===== src/rtl/approx_mult_pkg.sv =====
// Shared widths and the compensation-term function for the approximate multiplier.
package approx_mult_pkg;

   localparam int unsigned APPROX_N_DEF  = 8;
   localparam int unsigned APPROX_PROD_W = 2 * APPROX_N_DEF;
   localparam int unsigned APPROX_ERR_W  = APPROX_PROD_W + 1;
   localparam int unsigned APPROX_MAX_W  = 32;

   // Count of dropped-row bits landing at weight >= 2^n, plus one if any dropped bit sits at 2^(n-1).
   function automatic int unsigned approx_comp(input logic [APPROX_MAX_W-1:0] x_lo,
                                               input logic [APPROX_MAX_W-1:0] y,
                                               input int unsigned             n,
                                               input int unsigned             l);
      int unsigned sum;
      logic        any_hi;
      sum    = 0;
      any_hi = 1'b0;
      for (int unsigned i = 0; i < APPROX_MAX_W; i++) begin
         if (i < l) begin
            for (int unsigned j = 0; j < APPROX_MAX_W; j++) begin
               if (j < n) begin
                  if (i + j >= n) sum = sum + 32'(x_lo[i] & y[j]);
                  if (i + j == n - 1) any_hi = any_hi | (x_lo[i] & y[j]);
               end
            end
         end
      end
      return sum + 32'(any_hi);
   endfunction

endpackage


===== src/rtl/approx_mult_comp.sv =====
// Combinational compensation generator for the truncated low rows of x.
module approx_mult_comp
   import approx_mult_pkg::*;
#(
   parameter int unsigned N = APPROX_N_DEF,
   parameter int unsigned L = 2
) (
   input  logic [N-1:0] x_i,
   input  logic [N-1:0] y_i,
   output logic [N-1:0] comp_o
);

   localparam logic [N-1:0] LO_MASK = {N{1'b1}} >> (N - L);

   always_comb begin
      comp_o = N'(approx_comp(APPROX_MAX_W'(x_i & LO_MASK), APPROX_MAX_W'(y_i), N, L));
   end

endmodule


===== src/rtl/approx_mult_pipe.sv =====
// Two-stage pipelined N x N approximate/exact multiplier with valid/ready on both sides.
// Optional error monitor (err_last, err_acc, txn_cnt) enabled by APPROX_MULT_ERR_MON_EN.
module approx_mult_pipe
   import approx_mult_pkg::*;
#(
   parameter int unsigned N         = APPROX_N_DEF,
   parameter int unsigned L         = 2,
   parameter int unsigned ERR_ACC_W = 32
) (
   input  logic                 clk,
   input  logic                 rst,
   input  logic                 in_valid,
   output logic                 in_ready,
   input  logic [N-1:0]         x,
   input  logic [N-1:0]         y,
   input  logic                 approx_en,
   output logic                 out_valid,
   input  logic                 out_ready,
   output logic [2*N-1:0]       z
`ifdef APPROX_MULT_ERR_MON_EN
   ,
   output logic signed [2*N:0]  err_last,
   output logic [ERR_ACC_W-1:0] err_acc,
   output logic [ERR_ACC_W-1:0] txn_cnt
`endif
);

   localparam int unsigned  PROD_W  = 2 * N;
   localparam logic [N-1:0] LO_MASK = {N{1'b1}} >> (N - L);

   if (L >= N || ERR_ACC_W == 0) begin : g_bad_params
      $error("approx_mult_pipe: need L < N and ERR_ACC_W > 0");
   end

   logic              s1_valid_q, s1_valid_d;
   logic [PROD_W-1:0] kept_q, kept_d;
   logic [PROD_W-1:0] lo_q, lo_d;
   logic [N-1:0]      comp_q, comp_d;
   logic              mode_q, mode_d;
   logic              out_valid_q, out_valid_d;
   logic [PROD_W-1:0] z_q, z_d;

   logic              s2_adv_c, s1_adv_c, in_xfer_c;
   logic [N-1:0]      comp_c;
   logic [PROD_W-1:0] kept_sh_c, exact_c, approx_c, z_new_c;

   approx_mult_comp #(.N(N), .L(L)) u_comp (
      .x_i    (x),
      .y_i    (y),
      .comp_o (comp_c)
   );

   // Handshake plus both stage datapaths; stage 1 keeps the partial sums, stage 2 assembles z.
   always_comb begin
      s2_adv_c  = !out_valid_q || out_ready;
      s1_adv_c  = !s1_valid_q || s2_adv_c;
      in_xfer_c = in_valid && s1_adv_c;
      kept_sh_c = kept_q << L;
      exact_c   = kept_sh_c + lo_q;
      approx_c  = kept_sh_c + (PROD_W'(comp_q) << N);
      z_new_c   = mode_q ? approx_c : exact_c;

      s1_valid_d  = s1_valid_q;
      kept_d      = kept_q;
      lo_d        = lo_q;
      comp_d      = comp_q;
      mode_d      = mode_q;
      out_valid_d = out_valid_q;
      z_d         = z_q;

      if (s1_adv_c) s1_valid_d = in_valid;
      if (in_xfer_c) begin
         kept_d = PROD_W'(x >> L) * PROD_W'(y);
         lo_d   = PROD_W'(x & LO_MASK) * PROD_W'(y);
         comp_d = comp_c;
         mode_d = approx_en;
      end

      if (s2_adv_c) out_valid_d = s1_valid_q;
      if (s2_adv_c && s1_valid_q) z_d = z_new_c;
   end

   always_ff @(posedge clk) begin
      if (rst) begin
         s1_valid_q  <= 1'b0;
         kept_q      <= '0;
         lo_q        <= '0;
         comp_q      <= '0;
         mode_q      <= 1'b0;
         out_valid_q <= 1'b0;
         z_q         <= '0;
      end else begin
         s1_valid_q  <= s1_valid_d;
         kept_q      <= kept_d;
         lo_q        <= lo_d;
         comp_q      <= comp_d;
         mode_q      <= mode_d;
         out_valid_q <= out_valid_d;
         z_q         <= z_d;
      end
   end

   assign in_ready  = s1_adv_c;
   assign out_valid = out_valid_q;
   assign z         = z_q;

`ifdef APPROX_MULT_ERR_MON_EN
   localparam int unsigned ERR_W = PROD_W + 1;
   localparam int unsigned SUM_W = ((ERR_ACC_W > ERR_W) ? ERR_ACC_W : ERR_W) + 1;
   localparam logic [ERR_ACC_W-1:0] ACC_MAX = '1;

   logic signed [ERR_W-1:0] err_last_q, err_last_d;
   logic [ERR_ACC_W-1:0]    err_acc_q, err_acc_d;
   logic [ERR_ACC_W-1:0]    txn_cnt_q, txn_cnt_d;
   logic [ERR_W-1:0]        err_abs_c;
   logic [SUM_W-1:0]        acc_sum_c;

   // Error word travels with z; accumulator and count advance only on output transfers.
   always_comb begin
      err_last_d = err_last_q;
      err_acc_d  = err_acc_q;
      txn_cnt_d  = txn_cnt_q;
      err_abs_c  = err_last_q[ERR_W-1] ? ERR_W'(-err_last_q) : ERR_W'(err_last_q);
      acc_sum_c  = SUM_W'(err_acc_q) + SUM_W'(err_abs_c);

      if (s2_adv_c && s1_valid_q) err_last_d = ERR_W'(exact_c) - ERR_W'(z_new_c);
      if (out_valid_q && out_ready) begin
         err_acc_d = (acc_sum_c > SUM_W'(ACC_MAX)) ? ACC_MAX : ERR_ACC_W'(acc_sum_c);
         if (txn_cnt_q != ACC_MAX) txn_cnt_d = txn_cnt_q + ERR_ACC_W'(1);
      end
   end

   always_ff @(posedge clk) begin
      if (rst) begin
         err_last_q <= '0;
         err_acc_q  <= '0;
         txn_cnt_q  <= '0;
      end else begin
         err_last_q <= err_last_d;
         err_acc_q  <= err_acc_d;
         txn_cnt_q  <= txn_cnt_d;
      end
   end

   assign err_last = err_last_q;
   assign err_acc  = err_acc_q;
   assign txn_cnt  = txn_cnt_q;
`endif

endmodule


===== config.mk =====
export PLATFORM = sky130hd
export DESIGN_NAME = approx_mult_pipe
export DESIGN_NICKNAME = d
export VERILOG_FILES = /design/src/rtl/approx_mult_pkg.sv /design/src/rtl/approx_mult_comp.sv /design/src/rtl/approx_mult_pipe.sv
export SDC_FILE = /design/constraint.sdc
export NUM_CORES = 1
export LEC_CHECK = 0
export CORE_MARGIN = 5
export CORE_UTILIZATION = 60
export DETAILED_ROUTE_END_ITERATION = 12
export PLACE_DENSITY_LB_ADDON = 0.15
export SLEW_MARGIN = 20
export SYNTH_ARGS = -nofsm -noshare
export SYNTH_HDL_FRONTEND = slang
export SYNTH_SLANG_ARGS = --single-unit

===== constraint.sdc =====
create_clock -name clk -period 7 [get_ports clk]
set_input_delay 2.1 -clock clk [delete_from_list [all_inputs] [get_ports clk]]
set_output_delay 2.1 -clock clk [all_outputs]
set_load 0.1 [all_outputs]

==> out/metrics.cfg, run 1 <==
[run_status]
outcome = finished, final reports clean

[global_routing]
antenna_found_initial = 0
grtUsageMet2 = 0.375
grt.overflow.total = 0
use_met3 = 0.0241
grt_pass1_wl_um = 16100
grt_max_degree = 48
busiest_layer = met2
track_usage = 0.221
grtUsageMet1 = 0.297
grt_pass1_vias = 3556

[cts]
clkTransAtPathRegs_ps = 90
cts_sinks = 45
htree_levels = 2
cts_tree = yes
postCtsSetupBuffers = 0
clockRootBuffer = clkbuf_8
ctsHoldBuffers = 0
cts_buffers = 5
clock_path_buffers = 2
insertion_delay_ps = 300
cts_resized = 0

[worst_setup_path]
reg2reg_to = z[14]$_SDFFE_PP0P_
crit_path_end_kind = flop
cp.arrival_ps = 5910
path_delay_family = adder cells
start_kind = input port
path_cells = clkdlybuf4s50_1 -> and2_1 -> fa_1 -> fa_1 -> inv_1 -> fa_1 -> inv_1 -> ha_1 -> o21ai_0 -> o21bai_1 -> a31oi_1 -> or3_1 -> a311oi_1
worstPathRequired_ps = 7210
crit_top_cell = fa_1
path_buf_inv = 3
reg2reg_depth = 8
crit_fanout = 8
max_stage_delay_ps = 540
criticalPathCategory = input port to flop
critPathSlowestCell = fa_1
timing.rr.start = kept_q[0]$_SDFFE_PP0P_
rrSetupSlack_ps = 4630

[place]
portBuffers = 38
place.gp.congestion = 0.885
hpwl_um = 7130
dpl_cell_area_mm2 = 0.00462
pre_cts_ws_ps = 977

[synthesis]
synth-edff-count = 0
ys_types = 55
synth_seq_cells = 45
synth_area_leaders = dfxtp_1, fa_1, ha_1, and2_1, nand2_1
netlist_area_mm2 = 0.00418
synth_top_cells_by_count = nand2_1, inv_1, dfxtp_1
yosysWarnings = 0
ys_seq_area_frac = 0.216
async_flop_share = 0
synth_fp_nets = 609
yosysMostFrequentCell = nand2_1
syn_inst = 519
netlist.area_leader.share = 0.216
ys.flop_type = dfxtp_1
synth_top_area_cell = dfxtp_1
synth.avg_cell_area_um2 = 8.05

[timing]
rsz0062_at_grt = no
skew_ps = 7.34
fmax_mhz = 175
min_period_ps = 5700
tightest_slew_ps = 975
slew-limit-headroom = 0.348
timing.final.ws_setup_ps = 1300
maxSlewViolCount = 0
setup_tns_ps = 0
hold_ws_ps = 454
setup_violations = 0
finalHoldViolCount = 0
min_period_over_period = 0.815

[floorplanning]
die_y_um = 93.4
die_w_um = 93.4
die_area_mm2 = 0.00873
rows = 30
core-area_mm2 = 0.00679
io_pins = 39
initial_core_util = 0.615

[power]
swShare = 0.407
leakagePower_nw = 2.03
netSwitchingPower_mw = 0.389
pwr_density_cell_mw_per_mm2 = 202
peakVddDrop_uv = 83.1
pwr-share-seq = 0.327
p_comb_frac = 0.466
p_clk_frac = 0.207
p_int_mw = 0.567

[routing]
wl_per_cell_um = 14.0
wl_um = 9020
ant_nets = 0
drc = 0
initialDrtViolationCount = 229
num_vias = 3732
first_pass_iters = 4
viasPerCell = 5.80

[final_layout]
antennaDiodeCount = 0
area_delta_synth_final_pct = 13.3
finalCoreUtilization = 0.697
nets = 636
layout-drive-gt1-share = 0.0329
fin_area_mm2 = 0.00473

[worst_hold_path]
min_to = z[0]$_SDFFE_PP0P_
min_path_type = flop to flop
hp-start = z[0]$_SDFFE_PP0P_
hold_path_depth = 2

[flow_run]
cap_violations = 0

[tightest hold or removal path, cell delays in order (launching register included)]
cell and delay (ps):
dfxtp_1 320, nand2_1 50, a21oi_1 50
[layout by cell type, fill, tap and decap left out, types with 10 or more instances in the layout]
master,n
inv_1,55
a211oi_1,11
nand2_1,59
nand3_1,13
ha_1,41
a31oi_1,10
fa_1,28
a21oi_1,30
and2_1,44
o21ai_0,30
dfxtp_1,45
nor2_1,25
clkdlybuf4s50_1,37
nor3_1,13
[worst max path at each step]
| stage | from | to | depth (start not counted) |
|---|---|---|---|
| after global routing | x[7] | kept_q[10]$_SDFFE_PP0P_ | 13 |
| after detailed placement | x[7] | kept_q[10]$_SDFFE_PP0P_ | 13 |
| after CTS | x[7] | kept_q[10]$_SDFFE_PP0P_ | 13 |
| after global placement | x[7] | kept_q[10]$_SDFFE_PP0P_ | 13 |
| after floorplan | x[7] | kept_q[10]$_SDFFE_PP0P_ | 12 |
| final | x[7] | kept_q[10]$_SDFFE_PP0P_ | 13 |
[cell type report]
| cell class | instances | area (um^2) |
|---|---|---|
| multi-input cells | 398 | 2990 |
| fillers | 563 | 2060 |
| flip-flops and latches | 45 | 901 |
| repair buffers | 41 | 400 |
| inverters | 55 | 206 |
| well taps | 96 | 120 |
| clock buffers | 5 | 68.8 |
| clock inverters | 3 | 46.3 |
[flip-flops by register name, summed over array words and instances (netlist names)]
register and flops:
comp_q 2, kept_q 14, lo_q 10, mode_q 1, out_valid 1, s1_valid_q 1, z 16
[layer usage]
layer	vias up	part of all wire	routed length (um)
li1	1867	-	-
met1	1749	0.47	4200
met2	105	0.47	4230
met3	11	0.049	441
met4	0	0.016	142
met5	-	0	0
[power groups by stage]
stage	registers, mW	clock network, mW	logic, mW
after floorplan	0.359	0	0.295
after global placement	0.316	0	0.429
after detailed placement	0.318	0	0.441
after CTS	0.312	0.202	0.446
after global routing	0.318	0.210	0.507
final	0.313	0.198	0.445
[metrics by stage]
stage	std cells	power, mW
after floorplan	519	0.654
after global placement	635	0.745
after detailed placement	635	0.760
after CTS	643	0.960
after global routing	643	1.04
final	643	0.956
[cell families (layout without fill, tap and decap cells)]
group	Yosys count	in the layout	share of synthesized area
buffers and inverters	76	104	0.0686
muxes	3	3	0.00719
and+or+nand+nor	200	200	0.250
DFF	45	45	0.216
xor gates and xnor gates	1	1	0.00210
adders and majority gates	69	69	0.257
AOI/OAI and AO/OA	125	125	0.199
(Power assumes the default switching activity.)
==> run 2: changes to the inputs <==
--- a/config.mk
+++ b/config.mk
@@ -6,7 +6,7 @@
 export NUM_CORES = 1
 export LEC_CHECK = 0
 export CORE_MARGIN = 5
-export CORE_UTILIZATION = 60
+export CORE_UTILIZATION = 59
 export DETAILED_ROUTE_END_ITERATION = 12
 export PLACE_DENSITY_LB_ADDON = 0.15
 export SLEW_MARGIN = 20
==> constraint.sdc (replaced) <==
create_clock -name clk -period 5.8 [get_ports clk]
set_input_delay 1.74 -clock clk [delete_from_list [all_inputs] [get_ports clk]]
set_output_delay 1.74 -clock clk [all_outputs]
set_load 0.1 [all_outputs]
==> run 2 against run 1 <==
Net effect: clock skew is 1.1 ps lower; die area rose by 1.5%; critical path depth did not move; sequential share of layout area fell by 0.13 points; register-to-register slack got worse by 1100 ps; total power increased by 25%; wire length rose by 0.47%; via count fell by 0.96%; clock power rose by 41%; first-iteration DRC count increased by 8.3%; non-clock buffer count up 2; count of clock-buffer cells in the layout is the same; highest routed layer unchanged.
==> out/metrics.cfg, run 2 (synthesized netlist as in run 1, its figures left out) <==
[run_status]
outcome = finished, final reports clean

[floorplanning]
io_pins = 39  ; unchanged
initial_core_util = 0.611  ; -0.00338
core-area_mm2 = 0.00683  ; +0.55%
die_area_mm2 = 0.00886  ; +1.5%
die_y_um = 94.1  ; +0.75%
die_w_um = 94.1  ; +0.75%
rows = 30  ; unchanged

[final_layout]
largest_reg_flops = 16  ; unchanged
final_cell_mix = nand2_1, inv_1, dfxtp_1
fill_cells = 584  ; +3.7%
fin_cells = 645  ; +0.31%
seqCellArea_um2 = 901  ; unchanged
final_common_cell = nand2_1
finalCoreUtilization = 0.698  ; +0.00112
nets = 638  ; +0.31%
multi_input_area_mm2 = 0.00299  ; unchanged
area_delta_synth_final_pct = 14.1
antennaDiodeCount = 0  ; unchanged
layout-drive-gt1-share = 0.0364  ; +0.00352

[global_routing]
grt_pass1_vias = 3502  ; -1.5%
grt.overflow.total = 0  ; unchanged
antenna_found_initial = 0  ; unchanged
grt_max_degree = 40  ; -17%
track_usage = 0.217  ; -0.00436
grt_pass1_wl_um = 15800  ; -1.5%

[routing]
wl_per_cell_um = 14.0  ; +0.15%
met2_length_um = 4280  ; +0.97%
first_pass_iters = 4  ; unchanged
num_vias = 3696  ; -0.96%
top_layer_used = met4
drc = 0  ; unchanged
viasPerCell = 5.73  ; -1.3%
wl_met3_um = 441  ; unchanged
initialDrtViolationCount = 248  ; +8.3%
wl_met1_um = 4230  ; +0.81%
ant_nets = 0  ; unchanged
wl_um = 9060  ; +0.47%

[worst_setup_path]
cp.arrival_ps = 5590  ; -320 ps
critPathLaunch = x[7]
rrSetupSlack_ps = 3490  ; -1140 ps
path_buf_inv = 3  ; unchanged
max_stage_delay_ps = 550  ; about the same
critPathSlowestCell = fa_1
crit_top_cell = fa_1
crit_cells = 13  ; unchanged
reg2reg_to = z[12]$_SDFFE_PP0P_
crit_fanout = 8  ; unchanged
path_cells = clkdlybuf4s50_1 -> and2_1 -> fa_1 -> fa_1 -> inv_1 -> fa_1 -> inv_1 -> ha_1 -> o21ai_0 -> o21bai_1 -> a31oi_1 -> or3_1 -> a311oi_1
worstPathRequired_ps = 6010  ; -1200 ps
reg2reg_depth = 8  ; unchanged
timing.rr.start = kept_q[0]$_SDFFE_PP0P_
path_delay_family = adder cells
crit_path_end_kind = flop
start_kind = input port
criticalPathCategory = input port to flop
worstSetupEndpoint = kept_q[10]$_SDFFE_PP0P_

[cts]
cts_tree = yes
insertion_delay_ps = 300  ; about the same
clkTransAtPathRegs_ps = 90  ; about the same
htree_levels = 2  ; unchanged
clock_path_buffers = 2  ; unchanged
cts_resized = 0  ; unchanged
clockRootBuffer = clkbuf_8
ctsHoldBuffers = 0  ; unchanged
postCtsSetupBuffers = 0  ; unchanged
cts_buffers = 5  ; unchanged
cts_sinks = 45  ; unchanged

[timing]
min_period_over_period = 0.928
slew-limit-headroom = 0.350  ; +0.00168
skew_ps = 6.25  ; -1.09 ps
fmax_mhz = 186
min_period_ps = 5380
maxSlewViolCount = 0  ; unchanged
hold_ws_ps = 456  ; +2.12 ps
setup_tns_ps = 0  ; unchanged
tightest_slew_ps = 972  ; -2.52 ps
setup_violations = 0  ; unchanged
rsz0062_at_grt = no
finalHoldViolCount = 0  ; unchanged

[power]
peakVddDrop_uv = 137  ; +65%
pwr_density_cell_mw_per_mm2 = 250  ; +24%
finalPower_mw = 1.19  ; +25%
leakagePower_nw = 2.05  ; +1.2%

[flow_run]
cap_violations = 0  ; unchanged

[place]
place_inst = 637  ; +0.31%
portBuffers = 38  ; unchanged
place.gp.congestion = 0.865  ; -2.2%
hpwl_um = 7210  ; +1.2%

[worst_hold_path]
min_path_type = flop to flop

run 2: cell types whose count changed in the layout (fill, tap and decap cells not counted):
| cell | previous run | this run |
|---|---|---|
| buf_4 | 4 | 6 |
| clkinv_2 | 0 | 1 |
| clkinvlp_4 | 1 | 0 |
| clkinv_4 | 1 | 0 |
| bufinv_16 | 1 | 2 |
run 2: worst min-delay path: stages, from the launching register on:
cell and delay (ps):
dfxtp_1 320, nand2_1 50, a21oi_1 50
run 2: worst min-delay path by stage:
stage | start | endpoint | slack (ps) | depth (start not counted)
after floorplan | lo_q[0]$_SDFFE_PP0P_ | lo_q[0]$_SDFFE_PP0P_ | 430 | 2
after global placement | z[3]$_SDFFE_PP0P_ | z[3]$_SDFFE_PP0P_ | 440 | 2
after detailed placement | z[0]$_SDFFE_PP0P_ | z[0]$_SDFFE_PP0P_ | 450 | 2
after CTS | z[0]$_SDFFE_PP0P_ | z[0]$_SDFFE_PP0P_ | 460 | 2
after global routing | lo_q[0]$_SDFFE_PP0P_ | lo_q[0]$_SDFFE_PP0P_ | 480 | 2
final | z[1]$_SDFFE_PP0P_ | z[1]$_SDFFE_PP0P_ | 460 | 2
run 2: layout make-up:
type	instances	share of cell area
multi-input combinational	398	0.627
tap	96	0.0252
inverter	55	0.0433
timing repair buffer	43	0.0872
sequential	45	0.189
clock buffer	5	0.0144
clock inverter	3	0.0137
run 2: layer usage:
layer	global-route usage	vias to the layer above
met5	0	-
met4	0.0469	0
li1	-	1869
met3	0.0176	10
met2	0.364	98
met1	0.304	1719
run 2: metrics by stage:
stage	instance area [um^2]	setup slack (ps)
6_report	4770	416
5_1_grt	4770	199
4_1_cts	4770	426
3_5_place_dp	4630	115
3_3_place_gp	4630	214
2_1_floorplan	4180	903
run 2: where the power goes:
part / internal (mW) / switching (mW) / leakage [nW]
Clock: 0.171 / 0.109 / 0.0681
Combinational: 0.211 / 0.324 / 1.62
Sequential: 0.344 / 0.0334 / 0.370
Total: 0.726 / 0.467 / 2.05
==> run 3: changes to the inputs <==
--- a/config.mk
+++ b/config.mk
@@ -6,7 +6,7 @@
 export NUM_CORES = 1
 export LEC_CHECK = 0
 export CORE_MARGIN = 5
-export CORE_UTILIZATION = 59
+export CORE_UTILIZATION = 60
 export DETAILED_ROUTE_END_ITERATION = 12
 export PLACE_DENSITY_LB_ADDON = 0.15
 export SLEW_MARGIN = 20
==> constraint.sdc (replaced) <==
create_clock -name clk -period 6.2 [get_ports clk]
set_input_delay 1.86 -clock clk [delete_from_list [all_inputs] [get_ports clk]]
set_output_delay 1.86 -clock clk [all_outputs]
set_load 0.1 [all_outputs]
==> run 3 against run 2 <==
Net effect: critical path depth is the same; worst setup slack improved by 280 ps; flip-flop and latch count unchanged; sequential share of layout area grew 0.19 points; highest routed layer unchanged.
==> out/metrics.cfg, run 3 (synthesized netlist as in run 1, its figures left out) <==
[worst_setup_path]
rrSetupSlack_ps = 3850  ; +360 ps
crit_fanout = 8  ; unchanged
path_delay_family = adder cells
start_kind = input port
reg2reg_to = z[14]$_SDFFE_PP0P_
cp.arrival_ps = 5720  ; +130 ps
path_cells = clkdlybuf4s50_1 -> and2_1 -> fa_1 -> fa_1 -> inv_1 -> fa_1 -> inv_1 -> ha_1 -> o21ai_0 -> o21bai_1 -> a31oi_1 -> or3_1 -> a311oi_1
max_stage_delay_ps = 540  ; about the same
critPathSlowestCell = fa_1
worstPathRequired_ps = 6410  ; +400 ps
timing.rr.start = kept_q[0]$_SDFFE_PP0P_
reg2reg_depth = 8  ; unchanged
crit_path_end_kind = flop
criticalPathCategory = input port to flop
path_buf_inv = 3  ; unchanged
crit_top_cell = fa_1

[place]
place.gp.congestion = 0.874  ; +1.0%
pre_cts_ws_ps = 400  ; +285 ps
hpwl_um = 7150  ; -0.88%
place_inst = 636  ; -0.16%
portBuffers = 38  ; unchanged

[floorplanning]
die_y_um = 93.4  ; -0.75%
initial_core_util = 0.615  ; +0.00338
die_w_um = 93.4  ; -0.75%
rows = 30  ; unchanged
io_pins = 39  ; unchanged
die_area_mm2 = 0.00873  ; -1.5%
core-area_mm2 = 0.00679  ; -0.55%

[final_layout]
largest_reg_flops = 16  ; unchanged
fin_cells = 644  ; -0.16%
final_common_cell = nand2_1
area_delta_synth_final_pct = 13.0
finalCoreUtilization = 0.695  ; -0.00296
layout-drive-gt1-share = 0.0347  ; -0.00176
nets = 637  ; -0.16%
antennaDiodeCount = 0  ; unchanged
final_cell_mix = nand2_1, inv_1, dfxtp_1

[timing]
hold_ws_ps = 459  ; +2.77 ps
maxSlewViolCount = 0  ; unchanged
setup_violations = 0  ; unchanged
fmax_mhz = 182
setup_tns_ps = 0  ; unchanged
slew-limit-headroom = 0.350  ; about the same
finalHoldViolCount = 0  ; unchanged
tightest_slew_ps = 973  ; +0.186 ps
skew_ps = 11.2  ; +4.95 ps
timing.final.ws_setup_ps = 694  ; +279 ps
min_period_ps = 5510
rsz0062_at_grt = no
min_period_over_period = 0.888

[power]
pwr_density_cell_mw_per_mm2 = 222  ; -11%
leakagePower_nw = 2.03  ; -1.2%
peakVddDrop_uv = 92.1  ; -33%

[routing]
viasPerCell = 5.85  ; +2.1%
ant_nets = 0  ; unchanged
wl_per_cell_um = 14.3  ; +1.9%
first_pass_iters = 5  ; +1
wl_um = 9220  ; +1.8%
initialDrtViolationCount = 241  ; -2.8%
num_vias = 3768  ; +1.9%
drc = 0  ; unchanged

[global_routing]
grt_pass1_wl_um = 16300  ; +2.8%
antenna_found_initial = 0  ; unchanged
track_usage = 0.225  ; +0.00784
grt.overflow.total = 0  ; unchanged
grt_pass1_vias = 3618  ; +3.3%
grt_max_degree = 48  ; +20%

[worst_hold_path]
hold_path_depth = 2  ; unchanged
min_to = z[1]$_SDFFE_PP0P_
min_path_type = flop to flop
hp-start = z[1]$_SDFFE_PP0P_

[cts]
cts_tree = yes
clock_path_buffers = 2  ; unchanged
clkTransAtPathRegs_ps = 100  ; about the same
postCtsSetupBuffers = 0  ; unchanged
cts_buffers = 5  ; unchanged
clockRootBuffer = clkbuf_8
insertion_delay_ps = 300  ; about the same
htree_levels = 2  ; unchanged
cts_resized = 0  ; unchanged
ctsHoldBuffers = 0  ; unchanged
cts_sinks = 45  ; unchanged

[run_status]
outcome = finished, final reports clean

[flow_run]
cap_violations = 0  ; unchanged

## run 3: cell types whose count changed in the layout (fill, tap and decap cells not counted)
cell / change
clkinv_4: +2
buf_4: -1
inv_6: +1
bufinv_16: -2
clkinv_2: -1
## run 3: worst max-delay path by stage
stage                     startpoint  slack, ps  cells past startpoint                       to
final                           x[7]        690                     13  kept_q[10]$_SDFFE_PP0P_
after global routing            x[7]        460                     13  kept_q[10]$_SDFFE_PP0P_
after CTS                       y[0]        700                     12  kept_q[10]$_SDFFE_PP0P_
after detailed placement        y[0]        400                     12  kept_q[10]$_SDFFE_PP0P_
after global placement          x[7]        500                     13  kept_q[10]$_SDFFE_PP0P_
after floorplan                 x[7]       1180                     12  kept_q[10]$_SDFFE_PP0P_
## run 3: final cells by class
cell class	count	area, um^2
tap	96	120
fill	567	2070
clock buffer	5	68.8
sequential	45	901
inverter	55	206
clock inverter	3	26.3
timing repair buffer	42	408
multi-input combinational	398	2990
## run 3: stage by stage
stage	area (um^2)	power, mW
floorplan	4180	0.738
global placement	4620	0.842
detailed placement	4620	0.857
CTS	4720	1.05
global route	4720	1.13
finish	4720	1.05
## run 3: worst register-to-register path, cell delays in order (launching register included)
cell	delay [ps]
dfxtp_1	380
ha_1	200
inv_1	60
fa_1	420
nor2b_4	170
o31a_4	170
o41ai_2	110
or4_1	480
a311oi_1	270
## run 3: where the power goes
group          internal, mW  switching (mW)
clock                0.0822           0.107
sequential            0.322          0.0315
combinational         0.198           0.307
## run 3: layer usage
metal	wire length, um	part of all wire	global-route usage	vias up
li1	-	-	-	1865
met1	4290	0.47	0.299	1789
met2	4430	0.48	0.393	104
met3	389	0.042	0.0161	10
met4	113	0.012	0.0598	0
met5	0	0	0	-
